**src/rtl/track_recorder.sv**
```systemverilog
// Record-mode writer for the four track pattern RAMs: samples the fret keys once per
// game step and packs four consecutive steps per track into one 4-bit word per address.
module track_recorder #(
    parameter logic [6:0] LAST_ADDR = 7'd127
) (
    input  logic       CLOCK_50,
    input  logic       reset_n,
    input  logic       step_tick,
    input  logic       record_en,
    input  logic [3:0] KEY,
    output logic [6:0] wr_addr,
    output logic [3:0] track1_data,
    output logic [3:0] track2_data,
    output logic [3:0] track3_data,
    output logic [3:0] track4_data,
    output logic       wren,
    output logic       recording,
    output logic       done,
    output logic [1:0] step_idx
);
    typedef enum logic [2:0] {
        S_IDLE,
        S_ARM,
        S_RECORD,
        S_FLUSH,
        S_DONE
    } state_t;

    state_t state;

    // Bit t of every per-key vector belongs to track t+1, so KEY[3] lands in bit 0.
    logic [3:0]      key_meta;
    logic [3:0]      press;
    logic [3:0]      sticky;
    logic [3:0]      slot;
    logic [3:0][3:0] pack;
    logic [3:0][3:0] pack_next;
    logic [3:0][3:0] word;
    logic            wren_d;

    assign slot = sticky | press;

    // NOTE: always_comb starts from a full default so no path leaves pack_next unassigned (no latch).
    always_comb begin
        pack_next = pack;
        for (int t = 0; t < 4; t++) begin
            pack_next[t][step_idx] = slot[t];
        end
    end

    assign track1_data = word[0];
    assign track2_data = word[1];
    assign track3_data = word[2];
    assign track4_data = word[3];

    // NOTE: sequential state uses non-blocking assignments only, so every register sees pre-edge values.
    always_ff @(posedge CLOCK_50 or negedge reset_n) begin
        if (!reset_n) begin
            state     <= S_IDLE;
            key_meta  <= '0;
            press     <= '0;
            sticky    <= '0;
            pack      <= '0;
            word      <= '0;
            wr_addr   <= '0;
            wren      <= 1'b0;
            wren_d    <= 1'b0;
            recording <= 1'b0;
            done      <= 1'b0;
            step_idx  <= '0;
        end else begin
            // Inverting ahead of the synchronizer keeps the reset value meaning "no press".
            key_meta <= ~{KEY[0], KEY[1], KEY[2], KEY[3]};
            press    <= key_meta;

            // NOTE: wren defaults low here and is raised only by the branches that issue a write.
            wren   <= 1'b0;
            wren_d <= wren;
            // Address advances one cycle after the pulse so it holds through the RAM hold window.
            if (wren_d && (wr_addr != LAST_ADDR)) begin
                wr_addr <= wr_addr + 7'd1;
            end

            case (state)
                S_IDLE: begin
                    if (record_en) begin
                        state     <= S_ARM;
                        recording <= 1'b1;
                        wr_addr   <= '0;
                        step_idx  <= '0;
                        sticky    <= '0;
                        pack      <= '0;
                    end
                end

                S_ARM: begin
                    if (!record_en) begin
                        state     <= S_IDLE;
                        recording <= 1'b0;
                    end else if (step_tick) begin
                        state <= S_RECORD;
                    end
                end

                S_RECORD: begin
                    if (!record_en) begin
                        recording <= 1'b0;
                        if (step_idx == 2'd0) begin
                            state <= S_IDLE;
                        end else begin
                            state <= S_FLUSH;
                            word  <= pack;
                            wren  <= 1'b1;
                        end
                    end else if (step_tick) begin
                        sticky <= '0;
                        if (step_idx == 2'd3) begin
                            word     <= pack_next;
                            wren     <= 1'b1;
                            pack     <= '0;
                            step_idx <= '0;
                            if (wr_addr == LAST_ADDR) begin
                                state     <= S_DONE;
                                recording <= 1'b0;
                                done      <= 1'b1;
                            end
                        end else begin
                            pack     <= pack_next;
                            step_idx <= step_idx + 2'd1;
                        end
                    end else begin
                        sticky <= slot;
                    end
                end

                S_FLUSH: begin
                    pack     <= '0;
                    step_idx <= '0;
                    sticky   <= '0;
                    if (wr_addr == LAST_ADDR) begin
                        state <= S_DONE;
                        done  <= 1'b1;
                    end else begin
                        state <= S_IDLE;
                    end
                end

                S_DONE: begin
                    if (!record_en) begin
                        state <= S_IDLE;
                        done  <= 1'b0;
                    end
                end

                default: begin
                    state <= S_IDLE;
                end
            endcase
        end
    end
endmodule
```
**config.mk**
```make
export PLATFORM = sky130hd
export DESIGN_NAME = track_recorder
export DESIGN_NICKNAME = d
export VERILOG_FILES = /design/src/rtl/track_recorder.sv
export SDC_FILE = /design/constraint.sdc
export NUM_CORES = 1
export LEC_CHECK = 0
export ABC_AREA = 1
export CAP_MARGIN = 30
export CORE_MARGIN = 1
export CORE_UTILIZATION = 48
export DETAILED_ROUTE_END_ITERATION = 10
export GPL_TIMING_DRIVEN = 1
export HOLD_SLACK_MARGIN = 0.05
export PLACE_DENSITY = 0.7
export SKIP_CTS_REPAIR_TIMING = 1
export SYNTH_ARGS = -nofsm -noshare
export SYNTH_HDL_FRONTEND = slang
export SYNTH_SLANG_ARGS = --single-unit
```
**constraint.sdc**
```tcl
create_clock -name CLOCK_50 -period 2.8 [get_ports CLOCK_50]
set_input_delay 0.56 -clock CLOCK_50 [delete_from_list [all_inputs] [get_ports CLOCK_50]]
set_output_delay 0.56 -clock CLOCK_50 [all_outputs]
set_load 0.02 [all_outputs]
```
==> metrics.md <==
| Metric | Value |
|---|---|
| Final cell count without fillers | approximately 460 |
| Largest net degree at the start of global routing | 61 |
| Sw Pwr | 0.9884 mW |
| Drt drc | 0 |
| WL/cell | about 13 um |
| First-pass DRT Iterations | 4 |
| Commonest non-fill, non-tap cell in the layout | nand2_1 |
| CTS tree | done |
| Ys Warns | 0 |
| Layout fillers | between 500 and 600 |
| Placed cells | 439 |
| Register-to-register setup slack | about 0.96 ns |
| Area leader, netlist | dfrtp_1 |
| Combinational group share of total power | 0.334 |
| Largest delay contributor family on the critical path | buffers and inverters |
| Fin. max-slew vios | 0 |
| Post-Route Utilization | 0.6077 |
| Nets | ~390 |
| Sequential cell area fraction in the yosys report | 0.5222 |
| Setup TNS | 0 ns |
| Final period utilization | 0.7170 |
| Crit path largest cell delay | 0.63 ns |
| Detailed Place HPWL | about 4.0 mm |
| Worst-path cell chain | clkdlybuf4s50_1 > nand2_2 > inv_1 > nand3_2 > nand2_1 > buf_4 > nor2_1 > a21oi_1 |
| Area of the multi-input gates | 1219 um^2 |
| Via density | around 5.1 |
| First-pass GRT wire length | approximately 10 mm |
| Worst setup EP type | flop |
| PwrDens | between 700 and 800 nW/um^2 |
| Sink Count | 60 |
| # rows | 27 |
| Slew HR | 0.5062 |
| Worst flop-to-flop path startpoint | step_idx[0]$_DFFE_PN0P_ |
| Clock Tree Root | clkbuf_8 |
| CP max-delay cell | clkdlybuf4s50_1 |
| Status | finished clean |
| Worst-Margin Slew | 0.7407 ns |
| I/O Pins | 36 |
| Final wirelength | between 5 and 6 mm |
| Reg area | 1501 um^2 |
| Die area | approximately 6300 um^2 |
| Clk buf depth | 2 |
| Number of global-route vias before repair | around 2100 |
| Antenna violations before repair | 0 |
| Net Sw Frac | 0.3730 |
| RSZ-0062 raised after global routing | no |
| Cts bufs inserted | 9 |
| Die H | between 70 and 80 um |
| Clk slew on worst S/H paths | approximately 0.060 ns |
| DRT antenna net count | 0 |
| Leak | around 1.6 nW |
| Crit Path Class | primary input to flop |
| Initial DRC count | 98 |
| Cells after Synth | between 300 and 400 |
| Clock Power Share | 0.247 |
| Sequential group share of total power | 0.419 |
| Final setup vio count | 0 |
| Total gr overflow | 0 |
| H-tree lvl count | 3 |
| Core area | roughly 5600 um^2 |
| Synthesized area per cell | 8.432 um^2 |
| GRT Overall Usage | 0.2097 |
| Crit path buf inv count | 3 |
| Internal power consumption | ~1.7 mW |
| Commonest cells after routing, fill and taps aside | 101 x nand2_1, 60 x dfrtp_1, 34 x clkdlybuf4s50_1 |
| Hold WC Path Type | flop to flop |
| Worst path arrival time | 2.26 ns |
| Layout Skew | between 0.004 and 0.005 ns |
| DIE WIDTH | a little under 80 um |
| Cell area after synthesis | between 2000 and 3000 um^2 |
| Hold path depth | 0 |
| GP Congestion | ~0.82 |
| Skew-Pair Late Insertion Delay | 0.33 ns |
| Hold Violations, Final | 0 |
| Max_cap viols | 0 |
| Top post-synthesis cells by area | dfrtp_1 52%, nand2_1 13%, o21ai_0 5.7% |
| Critical Path Start Type | primary input |
| Tmin final | between 2 and 2.5 ns |
| Worst VDD drop | between 0.4 and 0.5 mV |
| Fmax | between 0.4 and 0.5 GHz |
| Area Overhead vs Synth | 19.23% |
| Min-delay src | key_meta[3]$_DFF_PN0_ |
| # diodes | 0 |
| Hold endpoint | press[3]$_DFF_PN0_ |
| Syn_nets | 354 |
| Yosys cell types | 27 |
| Depth of the most critical reg-to-reg path | 8 |
| Post-synth top area share | 0.5222 |
| Max FO, Critical Path | 21 |
| R2r endpoint | track4_data[3]$_DFFE_PN0P_ |
| CP Data Required Time | around 3 ns |
| IO buf count | 35 |
| Synthesis-stage register bit count | 60 |
| Via count | between 2000 and 2500 |
| Share of layout cells above drive strength 1 | 0.1070 |
| Initial Utilization | 0.5096 |
sequential cells by signal, summed over array words and instances (netlist names):
| register | flops |
|---|---|
| done | 1 |
| recording | 1 |
| press | 4 |
| wren | 1 |
| sticky | 4 |
| wr_addr | 7 |
| wren_d | 1 |
| key_meta | 4 |
| track3_data | 4 |
| state | 3 |
| track4_data | 4 |
| step_idx | 2 |
| track2_data | 4 |
| track1_data | 4 |
| pack | 16 |
how the worst max path moves through the flow:
stage                                       to  slack, ns                    start  cells past startpoint
floorplan           track1_data[3]$_DFFE_PN0P_       1.16  step_idx[0]$_DFFE_PN0P_                      8
global placement    track4_data[0]$_DFFE_PN0P_       0.55                record_en                      8
detailed placement  track4_data[3]$_DFFE_PN0P_       0.48                record_en                      8
CTS                                 wr_addr[2]       0.79     wr_addr[2]$_DFF_PN0_                      1
global route        track3_data[3]$_DFFE_PN0P_       0.63                record_en                      8
finish              track4_data[3]$_DFFE_PN0P_       0.79                record_en                      8
area by class of cell:
type | instances | share of cell area
inverter | 24 | 0.02774
sequential | 60 | 0.4380
timing repair buffer | 37 | 0.1051
multi-input combinational | 246 | 0.3555
clock buffer | 14 | 0.04453
tap | 72 | 0.02628
clock inverter | 2 | 0.002920
metal layers:
metal  track usage  share of wire
met1        0.3141           0.52
met2        0.2922           0.43
met3       0.03771          0.039
met4       0.09818          0.017
met5             0              0
stage by stage:
step	hold WS (ns)	power, mW	cell area (um^2)	setup WS [ns]
floorplan	0.2644	1.719	2875	1.161
global placement	0.3328	1.985	3266	0.5453
detailed placement	0.3379	2.011	3266	0.4761
CTS	0.3509	2.674	3428	0.7932
global route	0.3633	2.830	3428	0.6252
finish	0.3473	2.650	3428	0.7925
kinds of logic after synthesis:
kind of cell / Yosys count / share of synthesized area
buffers and inverters: 35 / 0.05396
AO/OA/AOI/OAI: 60 / 0.1210
flip-flops: 60 / 0.5222
XOR/XNOR: 4 / 0.01218
AND/OR/NAND/NOR: 177 / 0.2689
adder cells (fa/ha/maj): 5 / 0.02176
cells in the mapped netlist, drive strengths merged:
cell / n
dfrtp: 60
nor2: 35
buf: 8
and2: 1
nand3: 26
nor3: 3
ha: 5
a21oi: 12
xor2: 4
clkbuf: 3
o21ai: 44
nand2: 109
nand4: 1
o21a: 4
nand3b: 2
inv: 24
power by group through the flow:
stage | clock (mW) | sequential (mW) | combinational, mW
2_1_floorplan | 0 | 1.17 | 0.547
3_3_place_gp | 0 | 1.12 | 0.867
3_5_place_dp | 0 | 1.13 | 0.884
4_1_cts | 0.674 | 1.11 | 0.889
5_1_grt | 0.715 | 1.13 | 0.989
6_report | 0.654 | 1.11 | 0.885
Power figures use the tool's default switching activity.
